File: src/rtl/rst_sequencer.sv
// Purpose : staged reset tree from PLL lock, board button and soft request.
// Latency : registered outputs; SyncStages+1 edges from PLL loss to reset asserted.
// Backpr. : none; sw_rst_req_i/cause_clr_i are single-cycle pulses, never stalled.
//
// Ports:
//   clk_sys        system clock (only clock of this block)
//   rst_sys        synchronous active-high reset of this block
//   pll_locked_i   PLL lock, asynchronous, synchronised here
//   ext_rst_ni     board reset button, active-low, asynchronous and bouncy
//   sw_rst_req_i   one-cycle soft reset request (synchronous)
//   cause_clr_i    clears the sticky cause vector (synchronous)
//   rst_dbg_no     debug-domain reset, active-low, untouched by soft reset
//   rst_periph_no  peripheral-domain reset, active-low
//   rst_core_no    core-domain reset, active-low, released CoreDelay after periph
//   cause_o        sticky cause: [2] soft, [1] button, [0] PLL
module rst_sequencer #(
    parameter int SyncStages     = 2,
    parameter int DebounceCycles = 500000,
    parameter int HoldCycles     = 16,
    parameter int CoreDelay      = 8
) (
    input  logic       clk_sys,
    input  logic       rst_sys,
    input  logic       pll_locked_i,
    input  logic       ext_rst_ni,
    input  logic       sw_rst_req_i,
    input  logic       cause_clr_i,
    output logic       rst_dbg_no,
    output logic       rst_periph_no,
    output logic       rst_core_no,
    output logic [2:0] cause_o
);

    // ------------------------------------------------------------------
    // Sizing
    // ------------------------------------------------------------------
    localparam int DbW    = $clog2(DebounceCycles + 1);
    localparam int CntMax = (HoldCycles > CoreDelay) ? HoldCycles : CoreDelay;
    localparam int CntW   = $clog2(CntMax + 1);

    localparam logic [DbW-1:0]  DbLast   = DbW'(DebounceCycles - 1);
    localparam logic [CntW-1:0] HoldLast = CntW'(HoldCycles - 1);
    localparam logic [CntW-1:0] CoreLast = CntW'(CoreDelay - 1);

    typedef enum logic [2:0] {
        ST_HARD      = 3'd0,
        ST_SOFT      = 3'd1,
        ST_HOLD      = 3'd2,
        ST_CORE_WAIT = 3'd3,
        ST_RUN       = 3'd4
    } state_t;

    // ------------------------------------------------------------------
    // Input synchronisers
    // The lock chain resets to 0 so a freshly reset block always treats
    // the PLL as unlocked until proven otherwise; this is also why cause
    // bit0 is set after every rst_sys sequence.
    // ------------------------------------------------------------------
    logic [SyncStages-1:0] r_lock_sync;
    logic [SyncStages-1:0] r_ext_sync;
    logic                  w_locked_sync;
    logic                  w_btn_pressed_sync;

    always_ff @(posedge clk_sys) begin
        if (rst_sys) begin
            r_lock_sync <= '0;
            r_ext_sync  <= '1;
        end else begin
            r_lock_sync <= {r_lock_sync[SyncStages-2:0], pll_locked_i};
            r_ext_sync  <= {r_ext_sync[SyncStages-2:0], ext_rst_ni};
        end
    end

    assign w_locked_sync      = r_lock_sync[SyncStages-1];
    assign w_btn_pressed_sync = ~r_ext_sync[SyncStages-1];

    // ------------------------------------------------------------------
    // Button debounce
    // The counter only runs while the synchronised level disagrees with
    // the debounced level; any agreement (a bounce) restarts the count.
    // The flip happens on the edge that observes the terminal count, so
    // a new level must persist for exactly DebounceCycles edges.
    // ------------------------------------------------------------------
    logic           r_btn_db;
    logic [DbW-1:0] r_db_cnt;
    logic           w_ext_act;
    logic           w_hard;

    always_ff @(posedge clk_sys) begin
        if (rst_sys) begin
            r_btn_db <= 1'b0;
            r_db_cnt <= '0;
        end else if (w_btn_pressed_sync != r_btn_db) begin
            if (r_db_cnt == DbLast) begin
                r_btn_db <= w_btn_pressed_sync;
                r_db_cnt <= '0;
            end else begin
                r_db_cnt <= r_db_cnt + DbW'(1);
            end
        end else begin
            r_db_cnt <= '0;
        end
    end

    assign w_ext_act = r_btn_db;
    assign w_hard    = ~w_locked_sync | w_ext_act;

    // ------------------------------------------------------------------
    // Sequencer state and registered outputs
    // ------------------------------------------------------------------
    state_t          r_state;
    state_t          w_state_nxt;
    logic [CntW-1:0] r_cnt;
    logic [CntW-1:0] w_cnt_nxt;
    logic            r_rst_dbg_n;
    logic            r_rst_periph_n;
    logic            r_rst_core_n;
    logic            w_rst_dbg_n_nxt;
    logic            w_rst_periph_n_nxt;
    logic            w_rst_core_n_nxt;
    logic [2:0]      r_cause;
    logic [2:0]      w_cause_nxt;
    logic [2:0]      w_cause_set;

    always_ff @(posedge clk_sys) begin
        if (rst_sys) begin
            r_state        <= ST_HARD;
            r_cnt          <= '0;
            r_rst_dbg_n    <= 1'b0;
            r_rst_periph_n <= 1'b0;
            r_rst_core_n   <= 1'b0;
            r_cause        <= '0;
        end else begin
            r_state        <= w_state_nxt;
            r_cnt          <= w_cnt_nxt;
            r_rst_dbg_n    <= w_rst_dbg_n_nxt;
            r_rst_periph_n <= w_rst_periph_n_nxt;
            r_rst_core_n   <= w_rst_core_n_nxt;
            r_cause        <= w_cause_nxt;
        end
    end

    // Soft request is ignored while a hard reset is in force (HARD state);
    // when both fire together the hard path wins but both causes are kept.
    always_comb begin
        w_cause_set    = '0;
        w_cause_set[0] = ~w_locked_sync;
        w_cause_set[1] = w_ext_act;
        w_cause_set[2] = sw_rst_req_i & (r_state != ST_HARD);
        // Set wins over clear: clear first, then OR in this cycle's causes.
        w_cause_nxt    = (cause_clr_i ? 3'b000 : r_cause) | w_cause_set;
    end

    always_comb begin
        w_state_nxt        = r_state;
        w_cnt_nxt          = r_cnt;
        w_rst_dbg_n_nxt    = r_rst_dbg_n;
        w_rst_periph_n_nxt = r_rst_periph_n;
        w_rst_core_n_nxt   = r_rst_core_n;

        if (w_hard) begin
            // Any hard source restarts the whole sequence from scratch,
            // including from mid-HOLD or mid-CORE_WAIT.
            w_state_nxt        = ST_HARD;
            w_cnt_nxt          = '0;
            w_rst_dbg_n_nxt    = 1'b0;
            w_rst_periph_n_nxt = 1'b0;
            w_rst_core_n_nxt   = 1'b0;
        end else if (sw_rst_req_i && (r_state != ST_HARD)) begin
            // Soft reset leaves the debug domain alone so a debugger
            // stays attached across a software-initiated reset.
            w_state_nxt        = ST_SOFT;
            w_cnt_nxt          = '0;
            w_rst_periph_n_nxt = 1'b0;
            w_rst_core_n_nxt   = 1'b0;
        end else begin
            case (r_state)
                ST_HARD, ST_SOFT: begin
                    w_state_nxt = ST_HOLD;
                    w_cnt_nxt   = '0;
                end
                ST_HOLD: begin
                    if (r_cnt == HoldLast) begin
                        w_state_nxt        = ST_CORE_WAIT;
                        w_cnt_nxt          = '0;
                        w_rst_dbg_n_nxt    = 1'b1;
                        w_rst_periph_n_nxt = 1'b1;
                    end else begin
                        w_cnt_nxt = r_cnt + CntW'(1);
                    end
                end
                ST_CORE_WAIT: begin
                    if (r_cnt == CoreLast) begin
                        w_state_nxt      = ST_RUN;
                        w_cnt_nxt        = '0;
                        w_rst_core_n_nxt = 1'b1;
                    end else begin
                        w_cnt_nxt = r_cnt + CntW'(1);
                    end
                end
                ST_RUN: begin
                    w_rst_dbg_n_nxt    = 1'b1;
                    w_rst_periph_n_nxt = 1'b1;
                    w_rst_core_n_nxt   = 1'b1;
                end
                default: begin
                    // Unused encodings fall back into a full reset.
                    w_state_nxt        = ST_HARD;
                    w_cnt_nxt          = '0;
                    w_rst_dbg_n_nxt    = 1'b0;
                    w_rst_periph_n_nxt = 1'b0;
                    w_rst_core_n_nxt   = 1'b0;
                end
            endcase
        end
    end

    assign rst_dbg_no    = r_rst_dbg_n;
    assign rst_periph_no = r_rst_periph_n;
    assign rst_core_no   = r_rst_core_n;
    assign cause_o       = r_cause;

endmodule

File: config.mk
export PLATFORM = sky130hd
export DESIGN_NAME = rst_sequencer
export DESIGN_NICKNAME = d
export VERILOG_FILES = /design/src/rtl/rst_sequencer.sv
export SDC_FILE = /design/constraint.sdc
export NUM_CORES = 1
export LEC_CHECK = 0
export BUFFER_PORTS_ARGS = -buffer_cell sky130_fd_sc_hd__buf_2
export CORE_MARGIN = 4
export CORE_UTILIZATION = 50
export CTS_CLUSTER_DIAMETER = 120
export DETAILED_ROUTE_END_ITERATION = 10
export PLACE_DENSITY = 0.67
export SLEW_MARGIN = 20
export SYNTH_ARGS = -nofsm -noshare
export SYNTH_HDL_FRONTEND = slang
export SYNTH_SLANG_ARGS = --single-unit
File: constraint.sdc
create_clock -name clk_sys -period 3.5 [get_ports clk_sys]
set_input_delay 0.175 -clock clk_sys [delete_from_list [all_inputs] [get_ports clk_sys]]
set_output_delay 0.175 -clock clk_sys [all_outputs]
set_load 0.01 [all_outputs]
* Yosys cells after proc, flatten, opt, wreduce, memory -nomap -nowiden
Index checks and enable logic that the tools add are counted.
** Word-level totals
- Register bits :: 38
- Input port bits :: 6
- Output and inout port bits :: 6
- Logic and storage cells :: 63
** Operators by class
- Add/sub/neg operators :: 2
- Equal/unequal tests :: 13
- Muxes and demuxes :: 12
- Bitwise logic cells :: 10
- Reductions and logical operators :: 15
** Operators with widths (number)
- $add A19 B1 Y19 const B :: 1
- $eq A19 B19 Y1 const B :: 1
- $pmux W5 S3 :: 1
- $pmux W3 S4 :: 1
- $reduce_or A3 Y1 :: 4
- $mux W5 :: 2
- $mux W3 :: 3
- $reduce_and A3 Y1 :: 3
- $not A1 Y1 :: 7
- $eq A3 B2 Y1 const B :: 2
- $ne A2 B2 Y1 const B :: 3
- $ne A3 B3 Y1 const B :: 2
- $pmux W1 S3 :: 2
- $reduce_and A2 Y1 :: 3
- $add A5 B1 Y5 const B :: 1
- $eq A5 B3 Y1 const B :: 1
- $eq A5 B4 Y1 const B :: 1
- $reduce_or A2 Y1 :: 2
- $eq A3 B1 Y1 const B :: 1
- $eq A3 B3 Y1 const B :: 1
- $logic_not A3 Y1 :: 1
- $mux W1 :: 3
- $or A3 B3 Y3 :: 1
- $reduce_bool A3 Y1 :: 1
- other kinds (4) :: 4

* Depth between registers and ports, before layout
Gate-level depths: netlist of the first run.
- Depth in word-level cells :: 4
- Mapped depth :: 8
- Mapped depth without buffers :: 8

* Worst setup path before layout of the first run
Ideal clock, no wire load.
- Path kind :: reg-to-reg
- Start point :: register r_db_cnt[0]
- End point :: register r_db_cnt[10]
- Setup time :: 0.117 ns
- Arrival time :: 1.729 ns
- Slack :: 1.653 ns
- Stages on the path, launching flop included :: 7
- Path through :: dfxtp_1 -> ha_1 -> and4_1 -> nand4_1 -> o21ai_1 -> buf_2 -> nor2_1
** On the way
- Word-level cells in the longest chain between the ends :: 2
** Ends and longest elaborated chain
- start, declared :: line 85 : logic [DbW-1:0] r_db_cnt;
- start signal, assigned :: line 98 : r_db_cnt <= r_db_cnt + DbW'(1);
- branches (longest 2 deep; another with $add A19 B1 Y19)
Parallel ways; which one is timed is not known.
A chain may end at the register's enable or synchronous reset.

* Worst setup path in the final report of the first run
- Start point :: register r_cnt[0]
- End point :: register r_cnt[3]
** On the way
- Word-level cells in the longest chain between the ends :: 3
** Ends and longest elaborated chain
- start, declared :: line 113 : logic [CntW-1:0] r_cnt;
- start signal, assigned :: line 135 : r_cnt <= w_cnt_nxt;
- $add A5 B1 Y5, or another cell as far along :: line 189, 198
- $mux W5 (on tied branches) :: line 193, 183
- $pmux W5 S3 (*) :: line 177 : case (r_state)
Mark *: on every way between the ends. The rest lies on a longest branch, timed or not.

==> flow_metrics.tcl, run 1 <==
set metrics [dict create \
    run_status "finished clean" \
    initial_util_pct 53.53 \
    multiplexer_fraction_of_the_synthesized_cell_area_pct 0.5930 \
    r2r_slack_ns 1.51 \
    finish.utilization_pct 59.64 \
    nNetsFinal 218 \
    leakagePower_nw 0.6345 \
    grt_first_pass_wirelength_mm 5.589 \
    finalHoldViolCount 0 \
    post_synth_xor_area_fraction_pct 8.302 \
    first_global_vias 1344 \
    crit_required_ns 3.78 \
    detailedRoute.firstIterationViolations 107 \
    setup_violations 0 \
    dominantRegCellSynth "dfxtp_1" \
    critical_path_class "reg2reg" \
    rows 20 \
    detail_route.vias_per_cell 5.440 \
    netlist_instances 192 \
    routedWlPerCell_um 12.05 \
    die_x_um 66.10 \
    routed_wl_mm 3.036 \
    track_usage_pct 16.32 \
    largest_net_degree_at_the_start_of_global_routing 19 \
    cts_max_path_buffers 2 \
    endpoint_class_of_the_critical_path "flip-flop" \
    critical-path-max-stage-delay_ns 0.49 \
    worst_skew_pair.late_latency_ns 0.35 \
    crit_path_end "r_cnt[3]" \
    insertedDiodeCount 0 \
    pwr-share-clk_pct 40.3 \
    dp_slack_ns 1.520 \
    slew_viol_final 0 \
    pwr_density_cell_nw_per_um2 404.7 \
    fmaxAchievable_ghz 0.5025 \
    root_buffer "clkbuf_4" \
    timing.final.crit_period_ns 1.990 \
    coreArea_sq_um 3153 \
    hpwlAfterDp_mm 2.140 \
    timing.hold.worst_path_depth 2 \
    flow.area_growth_from_synthesis_pct 11.42 \
    gp_congestion 0.8255 \
    max_slew_margin_pct 59.89 \
    via_count 1371 \
    yosys.area_share.simple_pct 30.32 \
    cell_int_power_mw 0.6095 \
    irDropWorstVdd_v 0.0003267 \
    register_share_of_total_power_pct 57.6 \
    synth_sequential_area_ratio_pct 45.07 \
    reg2reg_start "r_cnt[0]" \
    hold_path.class "in2reg" \
    netlist_area_sq_um 1688 \
    number_of_buffers_created_by_cts 5 \
    firstDrtPassIters 4 \
    maxCapViolations 0 \
    worstMarginPinSlew_ns 0.5962 \
    unrepaired_setup_endpoints_after_global_routing "false" \
    crit_chain "ha_1, nand3_1, inv_1, ha_1, nor2b_1, a211oi_1, nand3_1, a31oi_1" \
    sum_of_overflow_across_all_layers_after_global_routing 0 \
    timing.critical_path.from "r_cnt[0]" \
    tritoncts "built" \
    worst_clock_skew_ns 0.01291 \
    switching_share_pct 19.90 \
    syn_avg_cell_area_sq_um 8.791 \
    combinational_family_with_the_most_area_after_synthesis "simple AND/OR/NAND/NOR gates" \
    post_route_cells_drive_above_1_share_pct 12.98 \
    drcViolationCount 0 \
    crit_arrival_ns 2.27 \
    boundaryPins 12 \
    synthDistinctLibCells 39 \
    worstSetupStartpointType "flip-flop" \
    netSwitchingPower_mw 0.1515 \
    synth-warning-count 0 \
    synth-compound-area-share_pct 10.23 \
    fin_setup_tns_ns 0 \
    htree_num_levels 2 \
    finalCritPeriodShare_pct 56.86 \
    antenna_found_initial 0 \
    clkTransAtPathRegs_ns 0.12 \
    synth_nets 202 \
    design.die.area_sq_um 4369 \
    adder_and_majority_cell_fraction_of_the_synthesized_area_pct 2.965 \
    fin_ws_ns 1.510 \
    highest_fanout_seen_on_the_critical_path 5 \
    ys_ff_latch 38 \
    reg2regPathDepth 8 \
    critPathSlowestCell "a211oi_1" \
    power.share.combinational_pct 2.1 \
    io_buffer_count 11 \
    tritoncts_num_sinks 38 \
    synth-edff-count 0 \
    timing.rr.end "r_cnt[3]" \
    fp.dieH_um 66.10 \
    route.antenna.remaining_nets 0 \
    fraction_of_registers_with_async_set_reset_pct 0 \
]
-- flip-flops by register name, summed over array words and instances, names as in the netlist --
| signal | cells |
|---|---|
| r_db_cnt | 19 |
| r_ext_sync | 2 |
| r_state | 3 |
| cause_o | 3 |
| rst_periph_no | 1 |
| rst_dbg_no | 1 |
| r_btn_db | 1 |
| r_lock_sync | 2 |
| rst_core_no | 1 |
| r_cnt | 5 |
-- per-stage QoR --
stage / hold slack (ns) / total power [mW] / instances / cell area [sq um]
global placement: 0.3573 / 0.4630 / 244 / 1789
floorplan: 0.2788 / 0.4575 / 192 / 1688
finish: 0.03252 / 0.7610 / 252 / 1881
global route: 0.05373 / 0.7911 / 252 / 1881
detailed placement: 0.3662 / 0.4638 / 244 / 1789
CTS: 0.01630 / 0.7713 / 252 / 1881
-- metal layers --
layer | track usage (%) | up-vias | share of wire, %
li1 | - | 713 | -
met1 | 18.28 | 622 | 45
met2 | 28.38 | 31 | 49
met3 | 4.082 | 5 | 4.5
met4 | 8.122 | 0 | 1.6
met5 | 0 | - | 0
-- power by group through the flow --
stage	registers [mW]	clock network (mW)	logic, mW
global route	0.439	0.333	0.0188
detailed placement	0.448	0	0.0155
floorplan	0.448	0	0.00930
CTS	0.438	0.317	0.0164
finish	0.438	0.306	0.0163
global placement	0.448	0	0.0150
-- worst max-delay path: cells and delay by family, from the launching register on --
family | cells | cell delay [ns]
and+or+nand+nor | 3 | 0.40
AOI/OAI and AO/OA | 2 | 0.68
DFF | 1 | 0.35
adders and majority gates | 2 | 0.43
buffers and inverters | 1 | 0.05
-- cell type report --
| cell class | instances | area [sq um] |
|---|---|---|
| tap | 44 | 55.05 |
| fill | 300 | 1272 |
| sequential | 38 | 760.7 |
| clock buffer | 6 | 51.30 |
| inverter | 7 | 26.28 |
| timing repair buffer | 13 | 72.57 |
| multi-input combinational | 143 | 884.6 |
| clock inverter | 1 | 30.03 |
-- layout by cell type (no fill, tap or decap), drive strengths merged, types with 7 or more instances in the layout --
master,count
a21oi,14
nor2,29
nand2,11
buf,12
nand4,9
xnor2,10
inv,7
dfxtp,38
-- kinds of logic after synthesis --
group / after synthesis
AOI/OAI and AO/OA: 30
xor gates and xnor gates: 16
muxes: 1
DFF: 38
buffers and inverters: 11
and+or+nand+nor: 92
adders and majority gates: 4
-- how the worst min path moves through the flow --
stage / start / to
final: pll_locked_i / r_lock_sync[0]
after CTS: pll_locked_i / r_lock_sync[0]
after global placement: ext_rst_ni / r_ext_sync[0]
after detailed placement: ext_rst_ni / r_ext_sync[0]
after global routing: pll_locked_i / r_lock_sync[0]
after floorplan: ext_rst_ni / r_ext_sync[0]
-- synthesized netlist by cell type, types with 3 or more instances --
cell type  count  share of area [%]
dfxtp_1       38                 45
nand3_1        6                1.8
nand4_1        7                2.6
a31oi_1        3                1.1
a21oi_1       14                4.2
nor3_1         6                1.8
clkbuf_1       3               0.67
ha_1           4                3.0
and4_1         3                1.6
xor2_1         6                3.1
nor2b_1        6                2.2
o21ai_0        5                1.5
xnor2_1       10                5.2
nor2_1        29                6.4
nand2_1       11                2.4
nand2b_1       5                1.9
inv_1          7                1.6
nor4_1         6                2.2
-- timing repair --
action,in CTS,in global routing
hold buffers,1,0
buffers inserted,0,0
resized for setup,0,0
endpoints found under the hold margin,1,0
No activity file was read; power rests on OpenSTA's default activity.
==> inputs of run 2 (changes only) <==
ABC_AREA = 1   (was default)
PLACE_DENSITY = 0.69   (was 0.67)
clock period = 1.7 ns   (was 3.5 ns; I/O delays follow)
==> flow_metrics.tcl, run 2 <==
set metrics [dict create \
    worstSetupStartpointType "flip-flop" \
    biggestRegsByFlops "r_db_cnt: 19 flops, r_cnt: 5 flops" \
    worst_hold_slack_ns 0.04590 \
    syn_avg_cell_area_sq_um 7.157 \
    tritoncts "built" \
    nNetsFinal 289 \
    critical_path.top_delay_family "compound AO/OA/AOI/OAI gates" \
    routed_wl_mm 3.264 \
    rows 21 \
    pwr_density_cell_nw_per_um2 759.8 \
    timing.rr.end "rst_periph_no" \
    synth.top_cell.area_share_pct 41.36 \
    largest_net_degree_at_the_start_of_global_routing 20 \
    dominantRegCellSynth "dfxtp_1" \
    gp_congestion 0.8422 \
    reg2regPathDepth 7 \
    sum_of_overflow_across_all_layers_after_global_routing 0 \
    via_count 1523 \
    number_of_buffers_created_by_cts 5 \
    crit_chain "ha_1, nand2_1, nor2_1, ha_1, a31oi_1, o21ai_0, a21oi_1" \
    crit_buf_inv 0 \
    synth-edff-count 0 \
    hpwlAfterDp_mm 2.483 \
    drcViolationCount 0 \
    r2r_slack_ns 0.14 \
    routedWlPerCell_um 10.01 \
    track_usage_pct 16.49 \
    irDropWorstVdd_v 0.0005694 \
    highest_fanout_seen_on_the_critical_path 4 \
    cts.repair.resized 0 \
    path_common_cell "ha_1" \
    initial_util_pct 53.44 \
    synth_sequential_area_ratio_pct 41.36 \
    route.antenna.remaining_nets 0 \
    max_slew_margin_pct 79.01 \
    netlist_instances 257 \
    design.die.area_sq_um 4713 \
    leakagePower_nw 0.8099 \
    unrepaired_setup_endpoints_after_global_routing "false" \
    post_synth_most_frequent_cells "nand2_1, nor2_1, dfxtp_1" \
    run_status "finished clean" \
    coreArea_sq_um 3442 \
    critPathSlowestCell "dfxtp_1" \
    slew_viol_final 0 \
    fp.dieH_um 68.65 \
    synth-warning-count 0 \
    endpoint_class_of_the_critical_path "flip-flop" \
    timing.final.crit_period_ns 1.562 \
    io_buffer_count 11 \
    ys_ff_latch 38 \
    root_buffer "clkbuf_8" \
    reg2reg_start "r_cnt[0]" \
    fraction_of_registers_with_async_set_reset_pct 0 \
    cts_max_path_buffers 2 \
    synth.largest_area_cell "dfxtp_1" \
    clkTransAtPathRegs_ns 0.08 \
    dp_cells 316 \
    fin_setup_tns_ns 0 \
    worstMarginPinSlew_ns 0.3133 \
    synthDistinctLibCells 24 \
    non_filler_instance_count_after_layout 326 \
    crit_path_end "rst_periph_no" \
    finalHoldViolCount 0 \
    htree_num_levels 2 \
    die_x_um 68.65 \
    dominant_cells_by_area_after_synthesis "dfxtp_1, nand2_1, nor2_1" \
    leading_cell_type_in_the_layout_fill_and_taps_excluded "nand2_1" \
    finalCritPeriodShare_pct 91.89 \
    most_numerous_cell_in_the_yosys_netlist "nand2_1" \
    flow.area_growth_from_synthesis_pct 12.31 \
    critical_path_class "reg2reg" \
    first_global_vias 1376 \
    worst_clock_skew_ns 0.007969 \
    crit_required_ns 1.93 \
    hold_path.class "in2reg" \
    grt_first_pass_wirelength_mm 5.768 \
    setup_violations 0 \
    detailedRoute.firstIterationViolations 62 \
    netlist_area_sq_um 1839 \
    synth_nets 267 \
    detail_route.vias_per_cell 4.672 \
    insertedDiodeCount 0 \
    tritoncts_num_sinks 38 \
    worst_skew_pair.late_latency_ns 0.29 \
    final_cell_mix "nand2_1, nor2_1, dfxtp_1" \
    critical-path-max-stage-delay_ns 0.34 \
    largest_register_ffs 19 \
    timing.critical_path.from "r_cnt[0]" \
    top_register "r_db_cnt" \
    timing.critical_path.depth 7 \
    crit_arrival_ns 1.79 \
    fmaxAchievable_ghz 0.6402 \
    fillCellCount 342 \
    antenna_found_initial 0 \
    maxCapViolations 0 \
    boundaryPins 12 \
    totalPowerFinal_mw 1.570 \
    post_route_cells_drive_above_1_share_pct 13.93 \
    firstDrtPassIters 4 \
]
[run 2: cell types whose count changed after synthesis, moves of 3 or more]
cell	previous run	this run
nand2_1	11	63
inv_1	7	35
nor2_1	29	41
nor2_2	0	10
nand3_1	6	14
nor2b_1	6	0
nor3_1	6	0
nor4_1	6	0
xnor2_1	10	4
nand2b_1	5	0
nand4_1	7	2
and4_1	3	0
clkbuf_1	3	0
[run 2: final cells by class]
| type | instances | area (sq um) | area share, % |
|---|---|---|---|
| flip-flops and latches | 38 | 760.7 | 36.83 |
| multi-input cells | 183 | 927.1 | 44.88 |
| inverters | 35 | 131.4 | 6.360 |
| repair buffers | 16 | 97.59 | 4.724 |
| clock buffers | 7 | 86.33 | 4.179 |
| clock inverters | 1 | 5.005 | 0.2423 |
| well taps | 46 | 57.56 | 2.786 |
[run 2: how the worst min path moves through the flow]
stage	start	end	slack (ns)	cells after the start
2_1_floorplan	rst_sys	cause_o[0]	0.15	1
3_3_place_gp	ext_rst_ni	r_ext_sync[0]	0.27	2
3_5_place_dp	ext_rst_ni	r_ext_sync[0]	0.28	2
4_1_cts	rst_sys	cause_o[1]	0.03	2
5_1_grt	rst_sys	r_lock_sync[1]	0.06	2
6_report	rst_sys	r_lock_sync[0]	0.05	2
[run 2: cell families (layout without fill, tap and decap cells)]
group	after synthesis	after routing	share of synthesized area (%)
and+or+nand+nor	138	138	33.27
xor gates and xnor gates	12	12	5.714
DFF	38	38	41.36
adders and majority gates	4	4	2.721
AOI/OAI and AO/OA	29	29	8.708
buffers and inverters	36	59	8.232
[run 2: power by group]
part | switching [mW] | internal (mW) | leakage, nW
Clock | 0.300 | 0.327 | 0.0482
Combinational | 0.0238 | 0.0177 | 0.454
Sequential | 0.00373 | 0.898 | 0.307
[run 2: stage by stage]
stage                     area [sq um]  setup WS [ns]  util (%)
after floorplan                   1839         0.2368         -
after global placement            1954         0.1874     56.78
after detailed placement          1954         0.1533     56.78
after CTS                         2066         0.1250     60.01
after global routing              2066        0.01834     60.01
final                             2066         0.1379     60.01
[run 2: per-layer routing]
layer / global-route usage (%) / up-vias / share of wire [%]
met4: 8.933 / 0 / 1.9
met3: 5.024 / 5 / 4.7
li1: - / 841 / -
met2: 25.15 / 25 / 43
met1: 20.64 / 652 / 50
met5: 0 / - / 0
[run 2: timing repair]
action                    4_1_cts  5_1_grt
setup buffers                   0        0
hold buffers                    2        0
hold endpoints to repair        2        0
